===== src/rtl/regfile_sched_pkg.sv =====
// Shared types and constants for the PT1_CPU register-file access scheduler.
package regfile_sched_pkg;

   localparam int DATA_W = 16;
   localparam int REG_AW = 4;
   localparam int NREG   = 16;

   typedef enum logic [1:0] {
      OP_READ  = 2'b00,
      OP_WRITE = 2'b01,
      OP_MOVE  = 2'b10,
      OP_SWAP  = 2'b11
   } op_t;

   typedef enum logic [2:0] {
      S_IDLE,
      S_RD,
      S_WR,
      S_MV,
      S_SW_CAP,
      S_SW_MV,
      S_SW_WB,
      S_RESP
   } state_t;

   // Converts a register index into the register file's one-hot load vector.
   function automatic logic [NREG-1:0] onehot16(input logic [REG_AW-1:0] idx);
      logic [NREG-1:0] v;
      v = '0;
      v[idx] = 1'b1;
      return v;
   endfunction

endpackage


===== src/rtl/regfile_access_sched_rr_arb2.sv =====
// Two-way round-robin arbiter; the pointer names the requester that wins a tie.
module rr_arb2 #(
   parameter bit RR_INIT = 1'b0
) (
   input  logic       clk,
   input  logic       reset,
   input  logic [1:0] req,
   input  logic       update,
   output logic [1:0] gnt,
   output logic       ptr
);

   always_comb begin
      gnt = 2'b00;
      case (req)
         2'b01:   gnt = 2'b01;
         2'b10:   gnt = 2'b10;
         2'b11:   gnt = ptr ? 2'b10 : 2'b01;
         default: gnt = 2'b00;
      endcase
   end

   // After a grant, priority passes to the requester that did not win.
   always_ff @(posedge clk) begin
      if (reset)
         ptr <= RR_INIT;
      else if (update)
         ptr <= ~gnt[1];
   end

endmodule


===== src/rtl/regfile_access_sched.sv =====
// Sequences READ/WRITE/MOVE/SWAP operations from two requesters onto the
// single write path of the 16x16 register file.
module regfile_access_sched
   import regfile_sched_pkg::*;
#(
   parameter int DATA_W  = 16,
   parameter int NREG    = 16,
   parameter int RR_INIT = 0
) (
   input  logic                   clk,
   input  logic                   reset,
   input  logic [1:0]             req_valid,
   output logic [1:0]             req_ready,
   input  logic [3:0]             req_op,
   input  logic [7:0]             req_src,
   input  logic [7:0]             req_dst,
   input  logic [2*DATA_W-1:0]    req_wdata,
   output logic [1:0]             rsp_valid,
   output logic [DATA_W-1:0]      rsp_rdata,
   input  logic [NREG*DATA_W-1:0] rf_outs,
   output logic [REG_AW:0]        rf_sel,
   output logic [REG_AW-1:0]      rf_waddr,
   output logic [DATA_W-1:0]      rf_data,
   output logic [NREG-1:0]        rf_load
);

   state_t              state, state_nxt;
   logic                cur_id;
   op_t                 cur_op, new_op;
   logic [REG_AW-1:0]   cur_src, cur_dst;
   logic [DATA_W-1:0]   cur_wdata, result, temp;
   logic [DATA_W-1:0]   regs [NREG];
   logic [1:0]          gnt;
   logic                ptr_unused;
   logic                accept, win;

   always_comb begin
      for (int i = 0; i < NREG; i++)
         regs[i] = rf_outs[i*DATA_W +: DATA_W];
   end

   // Grants are only offered while idle and out of reset.
   assign accept    = (state == S_IDLE) && !reset && (req_valid != 2'b00);
   assign req_ready = accept ? gnt : 2'b00;
   assign win       = gnt[1];
   assign new_op    = op_t'(win ? req_op[3:2] : req_op[1:0]);

   rr_arb2 #(.RR_INIT(RR_INIT != 0)) u_arb (
      .clk    (clk),
      .reset  (reset),
      .req    (req_valid),
      .update (accept),
      .gnt    (gnt),
      .ptr    (ptr_unused)
   );

   always_ff @(posedge clk) begin
      if (reset) begin
         state     <= S_IDLE;
         cur_id    <= 1'b0;
         cur_op    <= OP_READ;
         cur_src   <= '0;
         cur_dst   <= '0;
         cur_wdata <= '0;
         result    <= '0;
         temp      <= '0;
      end else begin
         state <= state_nxt;
         if (accept) begin
            cur_id    <= win;
            cur_op    <= new_op;
            cur_src   <= win ? req_src[7:4] : req_src[3:0];
            cur_dst   <= win ? req_dst[7:4] : req_dst[3:0];
            cur_wdata <= win ? req_wdata[2*DATA_W-1:DATA_W] : req_wdata[DATA_W-1:0];
         end
         // WRITE and MOVE report the destination value they overwrite.
         case (state)
            S_RD:        result <= regs[cur_src];
            S_WR, S_MV:  result <= regs[cur_dst];
            S_SW_CAP: begin
               temp   <= regs[cur_src];
               result <= regs[cur_src];
            end
            default: ;
         endcase
      end
   end

   always_comb begin
      state_nxt = state;
      rf_sel    = '0;
      rf_waddr  = '0;
      rf_data   = '0;
      rf_load   = '0;
      rsp_valid = 2'b00;
      rsp_rdata = '0;
      case (state)
         S_IDLE: begin
            if (accept) begin
               case (new_op)
                  OP_READ:  state_nxt = S_RD;
                  OP_WRITE: state_nxt = S_WR;
                  OP_MOVE:  state_nxt = S_MV;
                  default:  state_nxt = S_SW_CAP;
               endcase
            end
         end
         S_RD: begin
            rf_sel    = {1'b0, cur_src};
            state_nxt = S_RESP;
         end
         S_WR: begin
            rf_sel    = {1'b1, cur_src};
            rf_data   = cur_wdata;
            rf_waddr  = cur_dst;
            rf_load   = onehot16(cur_dst);
            state_nxt = S_RESP;
         end
         S_MV: begin
            rf_sel    = {1'b0, cur_src};
            rf_waddr  = cur_dst;
            rf_load   = onehot16(cur_dst);
            state_nxt = S_RESP;
         end
         S_SW_CAP: state_nxt = S_SW_MV;
         // The register file routes old dst into src; temp then restores dst.
         S_SW_MV: begin
            rf_sel    = {1'b0, cur_dst};
            rf_waddr  = cur_src;
            rf_load   = onehot16(cur_src);
            state_nxt = S_SW_WB;
         end
         S_SW_WB: begin
            rf_sel    = {1'b1, {REG_AW{1'b0}}};
            rf_data   = temp;
            rf_waddr  = cur_dst;
            rf_load   = onehot16(cur_dst);
            state_nxt = S_RESP;
         end
         S_RESP: begin
            rsp_valid = cur_id ? 2'b10 : 2'b01;
            rsp_rdata = result;
            state_nxt = S_IDLE;
         end
         default: state_nxt = S_IDLE;
      endcase
   end

endmodule


===== config.mk =====
export PLATFORM = sky130hd
export DESIGN_NAME = regfile_access_sched
export DESIGN_NICKNAME = d
export VERILOG_FILES = /design/src/rtl/regfile_sched_pkg.sv /design/src/rtl/regfile_access_sched_rr_arb2.sv /design/src/rtl/regfile_access_sched.sv
export SDC_FILE = /design/constraint.sdc
export NUM_CORES = 1
export LEC_CHECK = 0
export BUFFER_PORTS_ARGS = -buffer_cell sky130_fd_sc_hd__buf_2
export CORE_ASPECT_RATIO = 0.6
export CORE_MARGIN = 2
export CORE_UTILIZATION = 43
export CTS_CLUSTER_SIZE = 8
export DETAILED_ROUTE_END_ITERATION = 8
export GPL_ROUTABILITY_DRIVEN = 0
export PLACE_DENSITY = 0.84
export SLEW_MARGIN = 5
export SYNTH_ARGS = -nofsm -noshare
export SYNTH_HDL_FRONTEND = slang
export SYNTH_SLANG_ARGS = --single-unit
export TNS_END_PERCENT = 10

===== constraint.sdc =====
create_clock -name clk -period 1.93 [get_ports clk]
set_input_delay 0.386 -clock clk [delete_from_list [all_inputs] [get_ports clk]]
set_output_delay 0.386 -clock clk [all_outputs]
set_load 0.05 [all_outputs]

Word-level counts from Yosys, hierarchy flattened
Cells that the tools add are included.

Register bits after elaboration: 61. Input port bits: 312. Output and inout port bits: 61.

Magnitude comparators: 6. Eq/ne operators: 13. Mux-type cells: 28. Bitwise gates (word level): 3. Reduce and logical (&&, ||, !) cells: 14.

Operator list (number): $bmux W16 S4 (2); $mux W16 (6); $pmux W16 S2 (3); $pmux W5 S4 (1); $pmux W3 S5 (1); $eq A3 B3 Y1 const B (4); $ge A5 B5 Y1 const B (2); $lt A4 B5 Y1 const B (2); $mux W2 (5); $not A4 Y5 (2); $pmux W3 S3 (1); $demux W1 S4 (2); $ge A4 B1 Y1 const B (2); $mux W4 (2); $pmux W4 S2 (1); $eq A2 B2 Y1 const B (3); $eq A3 B2 Y1 const B (2); $pmux W2 S3 (1); $reduce_or A2 Y1 (3); $eq A2 B1 Y1 const B (2); $logic_and A1 B1 Y1 (4); $reduce_bool A2 Y1 (2); $reduce_or A4 Y1 (1); $eq A3 B1 Y1 const B (1); other kinds (8) (9).

Longest topological paths before layout
Gate-level depths: netlist of the first run.

Depth after elaboration: 7. Gate-level depth with buffers: 8. Depth with buffers taken out: 6.

Hierarchy
From an unflattened synthesis of the first run, not the netlist that was laid out.

Cell total of the unflattened synthesis: 799. Area, all modules: 7563.5 um^2.

By module, submodules not included: regfile_access_sched (instances 1, cells each 793, area an instance 7509.7 um^2, seq. area each 1201.2 um^2); rr_arb2 (instances 1, cells each 6, area an instance 53.8 um^2, seq. area each 20.0 um^2).

Worst setup path before layout of the first run
OpenSTA, ideal clock, no wires.

Kind: register to output. From: reg state[0]. To: out req_ready[0]. Data arrival time: 2267 ps. Data required time: 1544 ps. Slack: -723 ps. Stages on the path, launching flop included: 6. Buffers on the path: 2. Cell sequence: dfxtp_1 > buf_2 > or3_1 > buf_2 > nand2b_1 > nor3b_1.

Cells in the longest elaborated chain, start to end: 4.

RTL lines: start: declaration (RTL line regfile_access_sched.sv:27) `state_t state, state_nxt;`; start signal: assignment (RTL line regfile_access_sched.sv:68) `state <= state_nxt;`; $logic_not A3 Y1 (RTL line regfile_access_sched.sv:43) `assign accept = (state == S_IDLE) && !reset && (req_valid != 2'b00);`; $logic_and A1 B1 Y1 (2 in a row) (RTL line regfile_access_sched.sv:43); $mux W2 (RTL line regfile_access_sched.sv:44) `assign req_ready = accept ? gnt : 2'b00;`; end: declaration (RTL line regfile_access_sched.sv:13) `output logic [1:0] req_ready,`.

Every way passes these cells.

Final worst setup path of the first run
From: reg state[2]. To: out rf_load[5].

Cells in the longest elaborated chain, start to end: 3.

RTL lines: $eq A3 B2 Y1 / $eq A3 B3 Y1 (equally long branches) (RTL line regfile_access_sched.sv:97) `case (state)`; $reduce_or A3 Y1 (no line); $pmux W16 S2 (*) (RTL line regfile_access_sched.sv:97); end: declaration (RTL line regfile_access_sched.sv:24) `output logic [NREG-1:0] rf_load`.

Mark *: on every way between the ends. The rest lies on a longest branch, timed or not.

==> results of run 1 <==
path summary, 6_finish.rpt:
kind	slack, ns	from	end	cells after the start
min	0.43	req_dst[5]	cur_dst[1]	3
min reg2reg	0.47	temp[9]	temp[9]	2
max reg2reg	-0.03	cur_src[0]	result[12]	6
max	-0.26	state[2]	rf_load[5]	6
layout make-up:
cell class	count	area, µm²	share of cell area
inverter	4	15.0	0.00137
clock inverter	3	68.8	0.00629
antenna	2	5.00	0.000457
tap	234	293	0.0268
sequential	61	1240	0.113
timing repair buffer	440	3000	0.274
clock buffer	12	256	0.0234
multi-input combinational	592	6070	0.554
metal layers:
| metal | track usage | up-vias | wire length [µm] | part of all wire |
|---|---|---|---|---|
| met3 | 0.103 | 155 | 3970 | 0.12 |
| met1 | 0.432 | 4200 | 12600 | 0.39 |
| met2 | 0.559 | 675 | 14900 | 0.46 |
| met5 | 0 | - | 13 | 0.00040 |
| li1 | - | 3691 | - | - |
| met4 | 0.108 | 2 | 1190 | 0.036 |
Yosys cell counts, types with 3 or more instances:
cell type / count
mux2i_1: 109
mux4_2: 96
nand2_1: 65
dfxtp_1: 61
nor2_1: 57
a22o_1: 38
clkbuf_1: 32
a22oi_1: 25
buf_2: 25
o21ai_1: 25
a211oi_2: 24
and2_1: 21
a21oi_1: 20
o22ai_1: 16
a41oi_1: 14
buf_6: 13
buf_4: 10
nor3_1: 10
nand4_1: 9
a2111oi_2: 7
nand2b_1: 7
nor2b_1: 7
nand3b_1: 6
inv_1: 4
o21ai_0: 4
or2_0: 4
a31oi_1: 3
mux2_2: 3
nand3_1: 3
or2_2: 3
report_power, final:
part           internal, W  leakage [nW]  switching, W  total [W]
clock              0.00120         0.159      0.000598    0.00179
sequential         0.00147         0.505      0.000223    0.00169
combinational      0.00201          3.75       0.00222    0.00423
tightest hold or removal path, delay by kind of cell:
kind,cells,cell delay (ns)
compound gates,1,0.08
mux,1,0.15
buf+inv,1,0.09
through the flow:
stage	power (W)	hold slack, ns	TNS, ns
final	0.00772	0.433	-4.20
after global routing	0.00802	0.451	-5.99
after CTS	0.00753	0.428	-3.30
after detailed placement	0.00562	0.453	0
after global placement	0.00552	0.450	0
after floorplan	0.00431	0.436	-4.78
flip-flops by register name (all words and copies together), names as in the netlist:
signal and flops:
cur_wdata 16, result 16, temp 16, cur_src 4, cur_dst 4, state 3, u_arb.ptr 1, cur_id 1
cells by family (layout without fill, tap and decap cells):
| logic type | after synthesis | after routing | share of synthesized area |
|---|---|---|---|
| other cells | 0 | 2 | 0 |
| mux | 208 | 208 | 0.443 |
| buf+inv | 86 | 459 | 0.0659 |
| simple gates | 200 | 200 | 0.127 |
| xor+xnor | 1 | 1 | 0.00118 |
| compound gates | 182 | 182 | 0.197 |
| flops | 61 | 61 | 0.165 |
| fa+ha+maj | 1 | 1 | 0.00169 |
what timing repair did:
item,4_1_cts,5_1_grt
pin swaps,7,15
setup buffers,2,3
resized for setup,97,75
setup endpoints to repair,52,80
==> flow_summary.toml, run 1 <==
[run_status]
outcome = "complete, but fails checks"
violations = "setup timing"

[critical_path]
crit_chain = "nand2_2 > and2_4 > buf_4 > nand3b_1 > o22ai_2 > buf_6"
crit_path_start_kind = "flop"
worstPathArrival_ns = 1.80
endpoint_kind = "output port"
path_buf_inv = 2
crit_type = "reg2out"
cpPeakStageDelay_ns = 0.34
critPathRequiredTime_ns = 1.54
cp_slowest_cell = "dfxtp_2"
crit_fanout = 6
critical-path-top-delay-family = "simple AND/OR/NAND/NOR gates"

[timing]
setup_slack_ns = -0.258
slew_viol_final = 0
min_period_over_period = 1.13
rsz0062_at_grt = "true"
hold_viol_final = 0
fmax_mhz = 457
relSlewSlack = 0.640
setup_viol = 44
fin_skew_ns = 0.00639
worstMarginPinSlew_ns = 0.540
period_needed_ns = 2.19

[global_routing]
grt_antenna_before_repair = 3
grt_pass1_vias = 8508
grt_pass1_wl_mm = 47.9
overflow = 0
grt_max_degree = 50
grt_usage = 0.340

[synth]
async_flop_share = 0
synth-main-ff-cell = "dfxtp_1"
synthesis.area_mm2 = 0.00742
synth_top_area_share = 0.291
synth_top_area_cell = "mux4_2"
syn_area_per_cell_um2 = 10.0
ys_ff_latch = 61
syn_inst = 739
syn-num-nets = 1052
synth_edf_count = 0
synth_top_cells_by_area = "mux4_2 29%, dfxtp_1 16%, mux2i_1 15%"
yosysSeqAreaShare = 0.165
synth_warnings = 0
ys_types = 45

[pwr]
max-vdd-ir-drop_uv = 464
power_density_mw_per_mm2 = 705
leakage_nw = 4.41

[clock_network]
clock_latency_ns = 0.33
cts_root_buf = "clkbuf_16"
cts.sinks = 61
hold_buffers = 0
cts.clk_slew.worst_paths_ns = 0.06
clockBufferDepth = 2
cts_tree = "built"
numCtsBuffers = 9
htreeDepth = 3

[finish]
nNetsFinal = 1421
layout_common_cells = "313 x buf_2, 109 x mux2i_1, 96 x mux4_2"
layout_commonest_cell = "buf_2"
syn2layout_area_growth_pct = 47.4
final_area_mm2 = 0.0109
drive_gt1_frac = 0.594
finalNonFillerCells = 1348
final_core_util = 0.642
fillCellCount = 1381

[drt]
vias = 8723
vias_per_cell = 6.47
first_iter_violations = 1063
drtAntennaViolNets = 0
drcViolationCount = 0
wl_mm = 32.7
wl_per_cell_um = 24.2
detail_route.first_pass.iterations = 5

[placed_design]
dp_hpwl_mm = 25.3
place_ws_ns = 0.00285
dp_cells = 1326
io_buffers = 372
placed_area_mm2 = 0.0100

[die]
die_h_um = 106
ioPinCount = 373
chipWidth_um = 174
rows = 37
core_area_mm2 = 0.0170
dieArea_mm2 = 0.0184
initial_utilization = 0.436

[flow_run]
cap_violations = 0

[hold_path]
hold_path.class = "in2reg"
Power figures use the tool's default switching activity.
==> run 2: changes to the inputs <==
--- a/config.mk
+++ b/config.mk
@@ -7,7 +7,7 @@
 export LEC_CHECK = 0
 export BUFFER_PORTS_ARGS = -buffer_cell sky130_fd_sc_hd__buf_2
 export CORE_ASPECT_RATIO = 0.6
-export CORE_MARGIN = 2
+export CORE_MARGIN = 4
 export CORE_UTILIZATION = 43
 export CTS_CLUSTER_SIZE = 8
 export DETAILED_ROUTE_END_ITERATION = 8
==> flow_summary.toml, run 2 (synthesis results as in run 1) <==
[run_status]
outcome = "complete, but fails checks"
violations = "setup timing"

[global_routing]
overflow = 0
grt_max_degree = 62
grt_pass1_vias = 8578
grt_usage = 0.331
grt_antenna_before_repair = 3
grt_pass1_wl_mm = 49.0

[critical_path]
cpPeakStageDelay_ns = 0.46
worstPathArrival_ns = 1.74
crit_fanout = 4
path_buf_inv = 1
crit_chain = "nand2_4 > and2_4 > or3b_4 > o22ai_4 > buf_6"
endpoint_kind = "output port"
cp_slowest_cell = "or3b_4"
rrSetupSlack_ns = -0.04
crit_path_start_kind = "flop"
critical-path-top-delay-family = "simple AND/OR/NAND/NOR gates"
critPathRequiredTime_ns = 1.54
crit_type = "reg2out"

[finish]
layout_common_cells = "312 x buf_2, 109 x mux2i_1, 96 x mux4_2"
drive_gt1_frac = 0.593
syn2layout_area_growth_pct = 48.4
reg.largest.list = "cur_wdata x16, result x16, temp x16"
final_core_util = 0.664
nNetsFinal = 1437
finalNonFillerCells = 1358
layout_commonest_cell = "buf_2"

[timing]
worstMarginPinSlew_ns = 0.872
relSlewSlack = 0.416
period_needed_ns = 2.13
hold_viol_final = 0
min_period_over_period = 1.10
rsz0062_at_grt = "true"
fmax_mhz = 470
fin_skew_ns = 0.00676
setup_viol = 48
slew_viol_final = 0
setup_slack_ns = -0.197

[drt]
detail_route.first_pass.iterations = 7
vias_per_cell = 6.45
wl_mm = 34.6
drcViolationCount = 0
wl_per_cell_um = 25.5
first_iter_violations = 1071
vias = 8755
drtAntennaViolNets = 0

[die]
dieArea_mm2 = 0.0195
die_h_um = 110
initial_utilization = 0.448
chipWidth_um = 178
ioPinCount = 373
rows = 36
core_area_mm2 = 0.0166

[pwr]
leakage_nw = 4.47
power_density_mw_per_mm2 = 698
total_power_w = 0.00769
max-vdd-ir-drop_uv = 494

[clock_network]
hold_buffers = 0
cts_tree = "built"
numCtsBuffers = 9
htreeDepth = 3
cts.clk_slew.worst_paths_ns = 0.05
cts_root_buf = "clkbuf_16"
clockBufferDepth = 2
clock_latency_ns = 0.33
cts.sinks = 61

[placed_design]
dp_cells = 1333
dp_hpwl_mm = 27.0
io_buffers = 372

[hold_path]
hold_path.class = "in2reg"

[flow_run]
cap_violations = 0
run 2: changes by cell type in the layout (fill, tap and decap cells not counted), moves of 3 or more:
| cell | previous run | this run |
|---|---|---|
| buf_8 | 16 | 3 |
| nor2_1 | 55 | 51 |
| nor3_2 | 3 | 0 |
| clkbuf_16 | 9 | 13 |
| nor2_2 | 2 | 5 |
| clkbuf_4 | 4 | 1 |
| and2_1 | 3 | 18 |
| nor3_1 | 6 | 9 |
| buf_6 | 30 | 58 |
| buf_4 | 58 | 65 |
| nor2b_2 | 1 | 4 |
| and2_4 | 18 | 3 |
| buf_12 | 18 | 15 |
run 2: stage by stage:
step	setup slack, ns	TNS (ns)	cell area (µm²)	hold WS (ns)
finish	-0.197	-3.46	11000	0.423
CTS	-0.169	-2.57	10800	0.415
floorplan	-0.204	-4.78	7610	0.436
global placement	-0.0565	-0.261	10000	0.457
detailed placement	-0.0980	-0.957	10000	0.465
global route	-0.234	-7.19	11000	0.443
run 2: tightest hold or removal path: cells and delay by family:
kind,cells,cell delay (ns)
AOI/OAI and AO/OA,1,0.08
buffers and inverters,1,0.09
muxes,1,0.14
run 2: per-layer routing:
layer / track usage / routed length (µm) / vias up
li1: - / - / 3726
met1: 0.414 / 13000 / 4226
met2: 0.539 / 15800 / 667
met3: 0.128 / 4590 / 132
met4: 0.0932 / 1160 / 4
met5: 0 / 21 / -
run 2: worst paths after layout:
| path | start | end | depth (start not counted) |
|---|---|---|---|
| worst min-delay path | req_dst[6] | cur_dst[2] | 3 |
| worst max-delay path | state[0] | rf_load[8] | 5 |
| worst min register to register | temp[10] | temp[10] | 2 |
| worst max register to register | cur_src[0] | result[7] | 7 |
run 2: report_power, final:
part,internal [W],switching (W)
registers,0.00147,0.000198
logic,0.00206,0.00231
clock network,0.00103,0.000622
total,0.00456,0.00313
run 2: layout make-up:
class / count / area [µm²]
Clock buffer: 12 / 279
Antenna cell: 1 / 2.50
Clock inverter: 4 / 26.3
Tap cell: 228 / 285
Fill cell: 1285 / 5560
Multi-Input combinational cell: 592 / 6050
Inverter: 4 / 15.0
Timing Repair Buffer: 456 / 3110
Sequential cell: 61 / 1240
run 2: what timing repair did:
item | in CTS | in global routing
setup buffers | 5 | 1
endpoints found under the setup margin | 76 | 90
gates resized for setup | 136 | 35
gates cloned | 0 | 2
pin swaps | 15 | 12
